### src/rtl/fetch_branch_resolver_if.sv
// ---------------------------------------------------------------------------
// fetch_branch_resolver_if
//   Signal bundle between the fetch/branch resolver, the PC counter, the
//   instruction ROM and the downstream decode stage.
//
//   Signals:
//     pc              PC from the counter (word index)
//     alu_zero        ALU compare zero flag for the instruction in decode
//     imem_addr       ROM read address (equals pc)
//     imem_rdata      ROM read data, one cycle after imem_addr
//     instr           decode-stage instruction
//     instr_valid     instr is architecturally valid
//     branch          counter takes incrementOffset on this edge
//     incrementOffset signed word offset for the counter
//     retired_cnt     count of valid instructions
//
//   Modports:
//     slave  : the resolver's view (consumes pc/alu_zero/rdata)
//     master : the environment's view (counter, ROM, ALU, decode)
//
//   Handshake: there is no back-pressure. A word on imem_rdata in cycle t+1
//   belongs to the pc presented in cycle t; instr_valid qualifies instr in
//   the same cycle, and branch is only ever asserted together with
//   instr_valid.
// ---------------------------------------------------------------------------
interface fetch_branch_resolver_if #(
    parameter int PC_W    = 8,
    parameter int INSTR_W = 32,
    parameter int CNT_W   = 16
);
    logic [PC_W-1:0]    pc;
    logic               alu_zero;
    logic [PC_W-1:0]    imem_addr;
    logic [INSTR_W-1:0] imem_rdata;
    logic [INSTR_W-1:0] instr;
    logic               instr_valid;
    logic               branch;
    logic [PC_W-1:0]    incrementOffset;
    logic [CNT_W-1:0]   retired_cnt;

    modport slave (
        input  pc,
        input  alu_zero,
        input  imem_rdata,
        output imem_addr,
        output instr,
        output instr_valid,
        output branch,
        output incrementOffset,
        output retired_cnt
    );

    modport master (
        output pc,
        output alu_zero,
        output imem_rdata,
        input  imem_addr,
        input  instr,
        input  instr_valid,
        input  branch,
        input  incrementOffset,
        input  retired_cnt
    );
endinterface

### src/rtl/fetch_branch_resolver.sv
// ---------------------------------------------------------------------------
// fetch_branch_resolver
//   Presents the counter PC to a 1-cycle-latency instruction ROM, marks the
//   returned word valid, resolves JAL/BEQ/BNE and steers the PC counter.
//   After a taken branch the next (sequential, wrong-path) word is squashed.
//   Valid instructions are counted in a wrapping retired counter.
//
//   Ports:
//     clk          system clock, rising edge
//     rst          asynchronous active-high reset
//     bus          fetch_branch_resolver_if.slave (see interface header)
//     dbg_state_o  current FSM state (0=FILL, 1=RUN, 2=SQUASH)
// ---------------------------------------------------------------------------
module fetch_branch_resolver #(
    parameter int PC_W    = 8,
    parameter int INSTR_W = 32,
    parameter int CNT_W   = 16
) (
    input  logic                   clk,
    input  logic                   rst,
    fetch_branch_resolver_if.slave bus,
    output logic [1:0]             dbg_state_o
);

    typedef enum logic [1:0] {
        FILL   = 2'd0,
        RUN    = 2'd1,
        SQUASH = 2'd2
    } state_t;

    localparam logic [6:0] OP_JAL    = 7'b1101111;
    localparam logic [6:0] OP_BRANCH = 7'b1100011;
    localparam logic [2:0] F3_BEQ    = 3'b000;
    localparam logic [2:0] F3_BNE    = 3'b001;

    state_t             state_q, state_d;
    logic [CNT_W-1:0]   cnt_q, cnt_d;

    logic [INSTR_W-1:0] instr_w;
    logic [6:0]         opcode_w;
    logic [2:0]         funct3_w;
    logic               is_jal_w, is_beq_w, is_bne_w, taken_w;
    logic [PC_W-1:0]    jal_words_w, br_words_w, off_calc_w;

    logic               valid_w;
    logic               branch_w;
    logic [PC_W-1:0]    off_w;

    assign instr_w  = bus.imem_rdata;
    assign opcode_w = instr_w[6:0];
    assign funct3_w = instr_w[14:12];

    assign is_jal_w = (opcode_w == OP_JAL);
    assign is_beq_w = (opcode_w == OP_BRANCH) && (funct3_w == F3_BEQ);
    assign is_bne_w = (opcode_w == OP_BRANCH) && (funct3_w == F3_BNE);
    assign taken_w  = is_jal_w
                    | (is_beq_w &  bus.alu_zero)
                    | (is_bne_w & ~bus.alu_zero);

    // Immediates already shifted right by 2 (byte -> word offset): the
    // reassembly starts at imm[2], so imm[1] (no compressed support) and
    // imm[0] never enter the arithmetic. Sign bit is replicated to 32 bits
    // and then truncated to the PC width (modular wrap).
    assign jal_words_w = PC_W'({{13{instr_w[31]}}, instr_w[31], instr_w[19:12],
                                instr_w[20], instr_w[30:22]});
    assign br_words_w  = PC_W'({{21{instr_w[31]}}, instr_w[31], instr_w[7],
                                instr_w[30:25], instr_w[11:9]});

    // -1 because the counter has already stepped past the branch word by the
    // time the branch is resolved.
    assign off_calc_w = (is_jal_w ? jal_words_w : br_words_w) - PC_W'(1);

    always_comb begin
        state_d  = state_q;
        valid_w  = 1'b0;
        branch_w = 1'b0;
        off_w    = '0;
        unique case (state_q)
            FILL: begin
                state_d = RUN;
            end
            RUN: begin
                valid_w = 1'b1;
                if (taken_w) begin
                    branch_w = 1'b1;
                    off_w    = off_calc_w;
                    state_d  = SQUASH;
                end
            end
            SQUASH: begin
                // Wrong-path word: decode ignored regardless of content.
                state_d = RUN;
            end
            default: begin
                state_d = FILL;
            end
        endcase
    end

    assign cnt_d = valid_w ? cnt_q + CNT_W'(1) : cnt_q;

    always_ff @(posedge clk or posedge rst) begin
        if (rst) begin
            state_q <= FILL;
            cnt_q   <= '0;
        end else begin
            state_q <= state_d;
            cnt_q   <= cnt_d;
        end
    end

    assign bus.imem_addr       = bus.pc;
    assign bus.instr           = instr_w;
    assign bus.instr_valid     = valid_w;
    assign bus.branch          = branch_w;
    assign bus.incrementOffset = off_w;
    assign bus.retired_cnt     = cnt_q;
    assign dbg_state_o         = state_q;

endmodule

### src/flat_wrapper.sv
// flat-port wrapper written by rule: the top's interface ports become plain ports
module fetch_branch_resolver_flat 
#(
    parameter int PC_W    = 8,
    parameter int INSTR_W = 32,
    parameter int CNT_W   = 16
)
  (clk, rst, dbg_state_o, bus_pc, bus_alu_zero, bus_imem_rdata, bus_imem_addr, bus_instr, bus_instr_valid, bus_branch, bus_incrementOffset, bus_retired_cnt);
  fetch_branch_resolver_if #(.PC_W(PC_W), .INSTR_W(INSTR_W), .CNT_W(CNT_W)) bus_i ();
  input  logic clk;
  input  logic rst;
  output logic [1:0] dbg_state_o;
  input wire logic [$bits(bus_i.pc)-1:0] bus_pc;
  input wire logic [$bits(bus_i.alu_zero)-1:0] bus_alu_zero;
  input wire logic [$bits(bus_i.imem_rdata)-1:0] bus_imem_rdata;
  output wire logic [$bits(bus_i.imem_addr)-1:0] bus_imem_addr;
  output wire logic [$bits(bus_i.instr)-1:0] bus_instr;
  output wire logic [$bits(bus_i.instr_valid)-1:0] bus_instr_valid;
  output wire logic [$bits(bus_i.branch)-1:0] bus_branch;
  output wire logic [$bits(bus_i.incrementOffset)-1:0] bus_incrementOffset;
  output wire logic [$bits(bus_i.retired_cnt)-1:0] bus_retired_cnt;
  assign bus_i.pc = bus_pc;
  assign bus_i.alu_zero = bus_alu_zero;
  assign bus_i.imem_rdata = bus_imem_rdata;
  assign bus_imem_addr = bus_i.imem_addr;
  assign bus_instr = bus_i.instr;
  assign bus_instr_valid = bus_i.instr_valid;
  assign bus_branch = bus_i.branch;
  assign bus_incrementOffset = bus_i.incrementOffset;
  assign bus_retired_cnt = bus_i.retired_cnt;
  fetch_branch_resolver #(.PC_W(PC_W), .INSTR_W(INSTR_W), .CNT_W(CNT_W)) u_core (.clk(clk), .rst(rst), .bus(bus_i), .dbg_state_o(dbg_state_o));
endmodule
### config.mk
export PLATFORM = sky130hd
export DESIGN_NAME = fetch_branch_resolver_flat
export DESIGN_NICKNAME = d
export VERILOG_FILES = /design/src/rtl/fetch_branch_resolver_if.sv /design/src/rtl/fetch_branch_resolver.sv /design/src/flat_wrapper.sv
export SDC_FILE = /design/constraint.sdc
export NUM_CORES = 1
export LEC_CHECK = 0
export CAP_MARGIN = 20
export CORE_MARGIN = 5
export CORE_UTILIZATION = 33
export CTS_CLUSTER_DIAMETER = 60
export CTS_CLUSTER_SIZE = 30
export DETAILED_ROUTE_END_ITERATION = 8
export GPL_TIMING_DRIVEN = 1
export PLACE_DENSITY = 0.88
export SYNTH_ARGS = -nofsm -noshare
export SYNTH_HDL_FRONTEND = slang
export SYNTH_SLANG_ARGS = --single-unit
export TNS_END_PERCENT = 10
### constraint.sdc
create_clock -name clk -period 3.5 [get_ports clk]
set_input_delay 0.7 -clock clk [delete_from_list [all_inputs] [get_ports clk]]
set_output_delay 0.7 -clock clk [all_outputs]
set_load 0.005 [all_outputs]
## Word-level counts from Yosys, hierarchy flattened

Cells that the tools add are included.

| cells by class | value |
|---|---|
| add/subtract/negate cells | 2 |
| equality and inequality tests | 6 |
| muxes and demuxes | 8 |
| bitwise logic cells | 5 |
| reductions and logical operators | 5 |

Operators with widths:

| operator | number |
|---|---|
| adder 16 x 1 -> 16 bit (second input constant) | 1 |
| 2-to-1 mux 8 bit | 2 |
| == test 7 bit (second input constant) | 2 |
| subtractor 8 x 1 -> 8 bit (second input constant) | 1 |
| case mux 2 bit (2 select lines) | 1 |
| == test 3 x 1 -> 1 bit (second input constant) | 1 |
| logical NOT 3 bit | 1 |
| 2-to-1 mux 1 bit | 3 |
| 2-to-1 mux 3 bit | 1 |
| AND 1 bit | 2 |
| == test 2 x 1 -> 1 bit (second input constant) | 1 |
| == test 2 bit (second input constant) | 1 |
| logical AND 1 bit | 2 |
| logical NOT 2 bit | 1 |
| 2-to-1 mux 2 bit | 1 |
| != test 2 x 1 -> 1 bit (second input constant) | 1 |
| OR 1 bit | 2 |
| OR reduction 2 bit | 1 |
| NOT 1 bit | 1 |

| word-level totals | value |
|---|---|
| register bits | 18 |
| bits of input ports | 43 |
| output and inout port bits | 68 |
| logic and storage cells | 28 |

## Depth between registers and ports, before layout

| depth | value |
|---|---|
| depth in word-level cells | 7 |
| gate-level depth with buffers | 8 |
| depth with buffers taken out | 8 |

## Least setup slack after synthesis

OpenSTA, ideal clock, no wires.

| timing path | value |
|---|---|
| path type | input -> output |
| from | in bus_imem_rdata[4] |
| to | out bus_incrementOffset[4] |
| arrival | 2413 ps |
| data required time | 2800 ps |
| path slack | 387 ps |
| stages | 8 |
| buffers on the path | 0 |
| cells stage by stage | nand4b_1 -> nor2_1 -> mux2i_1 -> ha_1 -> inv_1 -> nor4_1 -> o21bai_1 -> mux2_1 |

| between the ends | value |
|---|---|
| longest elaborated chain between the ends | 7 |
| elaborated cells between the ends (all ways) | 12 |
| classes of those cells | add/sub (1); eq/ne (2); mux (3); bitwise (4); reduce/logical (2) |

RTL lines:

| what | line | RTL |
|---|---|---|
| start, declared | flat_wrapper.sv:15 | `input wire logic [$bits(bus_i.imem_rdata)-1:0] bus_imem_rdata;` |
| branches (longest 5 deep; another with subtractor 8 x 1 -> 8 bit) | - |  |
| 2-to-1 mux 8 bit * | fetch_branch_resolver.sv:84 | `if (taken_w) begin` |
| 2-to-1 mux 8 bit * | fetch_branch_resolver.sv:78 | `unique case (state_q)` |
| end, declared | flat_wrapper.sv:20 | `output wire logic [$bits(bus_i.incrementOffset)-1:0] bus_incrementOffset;` |

Mark *: on every way between the ends.

## Final worst setup path

Same ends and word-level chain as after synthesis.

==> impl_summary.txt <==
----------------------------------------------------
[Outcome]
  Result of the run ... complete, no violations

[Synth]
  Mean cell area of the mapped netlist ... 8.98 µm²
  Yosys reg bits ... 18
  Post-synthesis instance total ... 155
  Proportion of register bits with asynchronous set or reset after synthesis ... 100%
  Post-synth cell types ... 42
  Share of synthesized area occupied by flip-flops and latches ... 32.3%
  Library cell with the largest summed area after synthesis ... sky130_fd_sc_hd__dfrtp_1
  Area share of the largest cell type after synthesis ... 32.3%
  Number of enable-type register cells in the synthesized netlist ... 0
  Count of warnings emitted by yosys ... 0
  Top cells by count, synth ... sky130_fd_sc_hd__buf_4, sky130_fd_sc_hd__dfrtp_1, sky130_fd_sc_hd__nand2_1, sky130_fd_sc_hd__xnor2_1, sky130_fd_sc_hd__nand3_1
  Synth top area cells ... sky130_fd_sc_hd__dfrtp_1, sky130_fd_sc_hd__buf_4, sky130_fd_sc_hd__xnor2_1
  Cell area after synthesis ... 1390 µm²
  Most numerous cell in the Yosys netlist ... sky130_fd_sc_hd__buf_4
  Most used DFF post-synth ... sky130_fd_sc_hd__dfrtp_1
  Net count after synthesis ... 200

[Clocking]
  Clk_lat worst skew ... 0.25 ns
  Max Buffers Root-to-Sink ... 2
  TritonCTS sink count ... 18
  # H-tree levels ... 1
  Clock buffer count from CTS ... 3
  Clock-pin slew on the worst setup and hold paths ... 0.06 ns
  CTS root buf ... sky130_fd_sc_hd__clkbuf_8
  Clock tree from TritonCTS ... built

[Timing]
  FMAX ... 296 MHz
  Final-report hold violation count ... 0
  Post-route fraction of the period consumed by the critical path ... 96.4%
  RSZ-0062 raised after global routing ... true
  Final worst clock skew ... 0.000799 ns
  Crit path time final ... 3.37 ns
  Transition time at the pin with the least slew margin ... 0.675 ns
  Tightest slew margin relative to the limit ... 54.9%
  Fin. max-slew vios ... 0
  Setup violations, final ... 0
  Fin worst setup slack ... 0.127 ns

[Final layout]
  Growth of design area from synthesis to finish ... 55.3%
  Post-layout net count ... 260
  Design area ... 2160 µm²
  Filler cell count in the final layout ... 392
  Multi-input gate area ... 667 µm²
  Fraction of final layout cells sized beyond drive strength 1 ... 23.5%
  Number of standard cells in the layout, taps in and fillers out ... 263
  Area occupied by registers ... 450 µm²
  Antenna diodes ... 0
  Layout Utilization ... 53.3%

[GRT]
  Global-route wire length before repair ... 6.23 mm
  Overflow left after global routing ... 0
  Initial antenna violation count ... 0
  GRT Total Usage ... 14.0%
  Largest net degree at the start of global routing ... 19
  Number of global-route vias before repair ... 1354

[Drt]
  Violation count after the first detailed-routing iteration ... 40
  Per-cell routed wire length ... 14.5 µm
  Number of design rule violations left after detail routing ... 0
  Per-cell via count in the routed design ... 4.82
  Number of search-and-repair iterations in the first detailed-routing pass ... 2
  Antenna Violating Nets Remaining ... 0
  WL final ... 3.80 mm
  Via total after detailed routing ... 1267

[Floorplan]
  Initial standard-cell utilization of the core ... 34.3%
  Width of the die ... 75.0 µm
  Std-Cell Core Area ... 4060 µm²
  Floorplan die area ... 5620 µm²
  Number of standard-cell rows in the floorplan ... 23
  Top-level I/O count ... 111
  Die H ... 75.0 µm

[Flow run]
  Number of max-cap violations ... 0

[Place]
  DP Area ... 2020 µm²
  Placed cell count ... 257
  Worst slack, placed ... -0.561 ns
  Post-detail-place hpwl ... 3.10 mm
  Number of input and output port buffers inserted ... 72
  Weighted congestion at the end of routability-driven global placement ... 0.769

[Setup path]
  Highest net fanout along the worst path ... 2
  Arrival time of the worst setup path ... 2.67 ns
  Element type at the critical path end ... output pin
  Register-to-register path setup slack ... 1.89 ns
  Req. time, crit path ... 2.80 ns
  Startpoint type of the worst setup path ... input port
  Worst Setup Path Type ... input port to output pin

[Power]
  Maximum resistive drop on vdd ... 0.000174 V
  Switching fraction of total power ... 30.4%
  Switching power ... 0.000220 W
  Comb power frac ... 38.6%
  Sequential group share of total power ... 42.2%
  Internal power consumption ... 0.000504 W
  Leakage power of the design ... 0.953 nW
  Total power divided by cell area ... 335 nW/µm²
  Clock share of power ... 19.1%

[Min path]
  Class of the tightest hold or removal check ... flip-flop to flip-flop

----------------------------------------------------
## metrics by stage
stage	hold slack [ns]	setup TNS, ns	power (W)
detailed placement	0.467	-1.73	0.000590
finish	0.474	0	0.000724
floorplan	0.468	0	0.000437
global placement	0.458	-1.30	0.000576
global route	0.501	-0.0306	0.000772
CTS	0.475	-0.0581	0.000731
## critical path: stages
cell and delay, ns:
sky130_fd_sc_hd__buf_6 0.09, sky130_fd_sc_hd__nand4b_1 0.25, sky130_fd_sc_hd__nor2_4 0.17, sky130_fd_sc_hd__mux2i_2 0.25, sky130_fd_sc_hd__ha_2 0.22, sky130_fd_sc_hd__inv_2 0.05, sky130_fd_sc_hd__nor4_4 0.29, sky130_fd_sc_hd__buf_4 0.17
sky130_fd_sc_hd__o21bai_4 0.05, sky130_fd_sc_hd__mux2_4 0.31, sky130_fd_sc_hd__buf_6 0.12
## sequential cells by signal, indices dropped and copies added, names as in the netlist
name                    count
u_core.dbg_state_o          2
u_core.bus.retired_cnt     16
## worst paths after layout
kind | cells after the start | from | endpoint
max in group asynchronous | 2 | rst | u_core.bus.retired_cnt[3]
min in group asynchronous | 2 | rst | u_core.bus.retired_cnt[4]
max | 11 | bus_imem_rdata[4] | bus_incrementOffset[4]
min reg2reg | 1 | u_core.bus.retired_cnt[15] | u_core.bus.retired_cnt[15]
max reg2reg | 4 | u_core.dbg_state_o[1] | u_core.bus.retired_cnt[15]
min | 1 | u_core.bus.retired_cnt[15] | u_core.bus.retired_cnt[15]
## routing by layer
layer / GRT usage, % / part of all wire (%) / up-vias
met5: 0 / 0 / -
met4: 5.14 / 2.2 / 0
met3: 5.07 / 9.2 / 11
met2: 23.5 / 49 / 55
met1: 16.4 / 39 / 583
li1: - / - / 618
## power by group through the flow
stage | logic, W | registers, W | clock network (W)
after CTS | 0.000282 | 0.000307 | 0.000143
final | 0.000280 | 0.000306 | 0.000138
after global routing | 0.000306 | 0.000314 | 0.000151
after detailed placement | 0.000279 | 0.000311 | 0
after floorplan | 0.000134 | 0.000303 | 0
after global placement | 0.000270 | 0.000306 | 0
## cell usage in the layout (no fill, tap or decap), types with 2 or more instances in the layout
cell	instances
sky130_fd_sc_hd__clkdlybuf4s50_1	60
sky130_fd_sc_hd__buf_4	25
sky130_fd_sc_hd__dfrtp_1	18
sky130_fd_sc_hd__nand2_1	12
sky130_fd_sc_hd__xnor2_1	12
sky130_fd_sc_hd__nand3_1	6
sky130_fd_sc_hd__dlymetal6s2s_1	6
sky130_fd_sc_hd__a21oi_1	5
sky130_fd_sc_hd__nor3_1	4
sky130_fd_sc_hd__inv_2	3
sky130_fd_sc_hd__o21ai_0	3
sky130_fd_sc_hd__nand4_1	3
sky130_fd_sc_hd__nor3_2	3
sky130_fd_sc_hd__xor2_1	3
sky130_fd_sc_hd__and3_1	3
sky130_fd_sc_hd__nor2_1	3
sky130_fd_sc_hd__clkbuf_8	3
sky130_fd_sc_hd__or3_1	2
sky130_fd_sc_hd__and4_1	2
sky130_fd_sc_hd__inv_1	2
sky130_fd_sc_hd__buf_6	2
sky130_fd_sc_hd__dlygate4sd2_1	2
## logic make-up (layout without fill, tap and decap cells)
group,count (synthesis),count (layout),synth area share (%)
flops,18,18,32.3
buf+inv,48,106,24.4
xor+xnor,15,15,9.43
fa+ha+maj,2,2,1.80
simple gates,51,51,21.2
mux,3,3,2.25
compound gates,18,18,8.54
## timing repair
action	in CTS	in global routing
pin swaps	5	7
resized for setup	21	17
hold buffers	0	0
buffers inserted	2	1
hold endpoints to repair	0	0
setup endpoints to repair	8	7
cloned	0	0
## area by class of cell
type                            instances  area share, %
Timing Repair Buffer                   97           42.5
Clock buffer                            3           1.91
Tap cell                               50           2.89
Multi-Input combinational cell         89           30.8
Inverter                                6           1.10
Sequential cell                        18           20.8
No activity file was read; power rests on OpenSTA's default activity.
==> edit (config.mk and constraints unchanged) <==
`INSTR_W` is set to 32 in 3 places; all go to 36.
--- a/src/rtl/fetch_branch_resolver_if.sv
+++ b/src/rtl/fetch_branch_resolver_if.sv
@@ -25,7 +25,7 @@
 // ---------------------------------------------------------------------------
 interface fetch_branch_resolver_if #(
     parameter int PC_W    = 8,
-    parameter int INSTR_W = 32,
+    parameter int INSTR_W = 36,
     parameter int CNT_W   = 16
 );
     logic [PC_W-1:0]    pc;
--- a/src/rtl/fetch_branch_resolver.sv
+++ b/src/rtl/fetch_branch_resolver.sv
@@ -13,7 +13,7 @@
 // ---------------------------------------------------------------------------
 module fetch_branch_resolver #(
     parameter int PC_W    = 8,
-    parameter int INSTR_W = 32,
+    parameter int INSTR_W = 36,
     parameter int CNT_W   = 16
 ) (
     input  logic                   clk,
--- a/src/flat_wrapper.sv
+++ b/src/flat_wrapper.sv
@@ -2,7 +2,7 @@
 module fetch_branch_resolver_flat 
 #(
     parameter int PC_W    = 8,
-    parameter int INSTR_W = 32,
+    parameter int INSTR_W = 36,
     parameter int CNT_W   = 16
 )
   (clk, rst, dbg_state_o, bus_pc, bus_alu_zero, bus_imem_rdata, bus_imem_addr, bus_instr, bus_instr_valid, bus_branch, bus_incrementOffset, bus_retired_cnt);
Ports: changed (resized bus_imem_rdata and bus_instr); port bits go from 111 to 119. No check against the original RTL was run, so the function may have changed too.
==> edit against the original RTL <==
  * Largest power group unchanged
  * Power grew 5.2%
  * Clock power grew 20%
  * Wire length rose by 4.9%
  * Sequential cell count unchanged
  * Final area up 3.7%
  * Global-route usage barely moved
  * Synthesized area rose by 2.2%
  * Setup slack worse by 0.045 ns
  * Critical path depth down 4
  * Critical path type unchanged
  * Synthesized cell count increased by 2.6%
==> edit: results (changes against the original RTL) <==
{| class="wikitable"
! Metric !! Value
|-
| Status || completed
|-
| Leakage component of the power || 1.00 nW (+5.1%)
|-
| Number of buffers other than clock buffers in the final layout || 105 (+8.2%)
|-
| Final Skew || 0.000825 ns (+0.0000257 ns)
|-
| Non-Clock Buffer Area Fraction || 0.437 (+0.0127)
|-
| Total number of vias || 1334 (+5.3%)
|-
| Global-route wire length before repair || 6.17 mm (-1.0%)
|-
| GRT Util Overall || 0.140 (-0.000436)
|-
| GP Congestion || 0.768 (about the same)
|-
| Largest stage delay, worst path || 0.53 ns (+0.22 ns)
|-
| Synthesized-area fraction occupied by xor and xnor cells || 0.0923 (-0.00199)
|-
| Fill cell instance count of the final layout || 389 (-0.77%)
|-
| Adder-cell share of the synthesized area || 0.0176 (-0.000379)
|-
| Net count, final || 272 (+4.6%)
|-
| Leading cell types by count after synthesis || buf_4, dfrtp_1, nand2_1, xnor2_1, nand3_1
|-
| Kind of cell with the highest combined delay on the critical path || buffers and inverters
|-
| Share of the final layout cell area in sequential cells || 0.201 (-0.00743)
|-
| Slowest cell on the critical path || or4_1
|-
| Worst supply voltage drop on vdd || 0.173 mV (-0.45%)
|-
| Share of synthesized area spent on multiplexers || 0.0220 (-0.000474)
|-
| Pwr/cell area || 340 nW/µm² (+1.4%)
|-
| Wire length per cell after detailed routing || 14.7 µm (+1.4%)
|-
| Worst hold margin || 0.479 ns (+0.00483 ns)
|-
| Top fanout value on the critical path || 6 (+4)
|-
| Drt pass-1 iters || 4 (+2)
|-
| Total die area || 5720 µm² (+1.9%)
|-
| Post-placement worst setup slack || -0.546 ns (+0.0158 ns)
|-
| Detailed Place HPWL || 3.13 mm (+1.1%)
|-
| Clock-pin slew on the worst setup and hold paths || ~0.070 ns
|-
| RR Startpoint || u_core.dbg_state_o[1]
|-
| Synth Area in Compound Gates || 0.0836 (-0.00180)
|-
| Sequential-to-total area share from yosys stat || 0.317 (-0.00683)
|-
| Area after DPL || 2030 µm² (+0.37%)
|-
| Post-synthesis net count || 208 (+4.0%)
|-
| Setup bufs post-CTS || 9 (+7)
|-
| Antenna diodes || 0 (unchanged)
|-
| Number of flip-flops under the largest register name || 16 (unchanged)
|-
| Number of buffers added by the clock tree synthesis step || 3 (unchanged)
|-
| Clock tree cell share of total cell area || 0.0245 (+0.00545)
|-
| Worst skew pair latency || 0.25 ns (about the same)
|-
| Share of cells above drive strength 1 || 0.266 (+0.0310)
|-
| Largest cells by area after synthesis || dfrtp_1, buf_4, xnor2_1, nand2_1, nand3_1
|-
| Post-cts gate resize count || 15 (-29%)
|-
| Number of instances in the synthesized netlist || 159 (+2.6%)
|-
| Via count of the first global-routing pass || 1367 (+0.96%)
|-
| Clkbuf count || 4 (+1)
|-
| Number of placed instances with taps included || 258 (+0.39%)
|-
| DRC violation total after the first TritonRoute iteration || 52 (+30%)
|-
| Transition time at the pin with the least slew margin || 0.661 ns (-0.0140 ns)
|-
| Average via count per standard cell || 4.90 (+1.8%)
|-
| Area used by multi-input combinational logic || 668 µm² (+0.19%)
|}
[edit: worst max path at each step]
stage               cells after the start                from  slack [ns]                     end
floorplan                               8   bus_imem_rdata[4]        0.39  bus_incrementOffset[4]
global placement                       10   bus_imem_rdata[4]       -0.45  bus_incrementOffset[4]
detailed placement                     11   bus_imem_rdata[4]       -0.55  bus_incrementOffset[6]
CTS                                    11   bus_imem_rdata[4]       -0.20  bus_incrementOffset[4]
global route                            7  bus_imem_rdata[22]        0.02  bus_incrementOffset[7]
finish                                  7  bus_imem_rdata[22]        0.08  bus_incrementOffset[7]
[edit: layer usage]
layer	share of wire	GRT usage	vias to the layer above
li1	-	-	635
met1	0.36	0.156	625
met2	0.51	0.247	56
met3	0.083	0.0356	18
met4	0.038	0.0660	0
met5	0	0	-
[edit: report_power, final]
part / internal (mW) / switching (mW) / total, mW
registers: 0.252 / 0.0533 / 0.305
clock network: 0.0998 / 0.0662 / 0.166
logic: 0.182 / 0.108 / 0.291
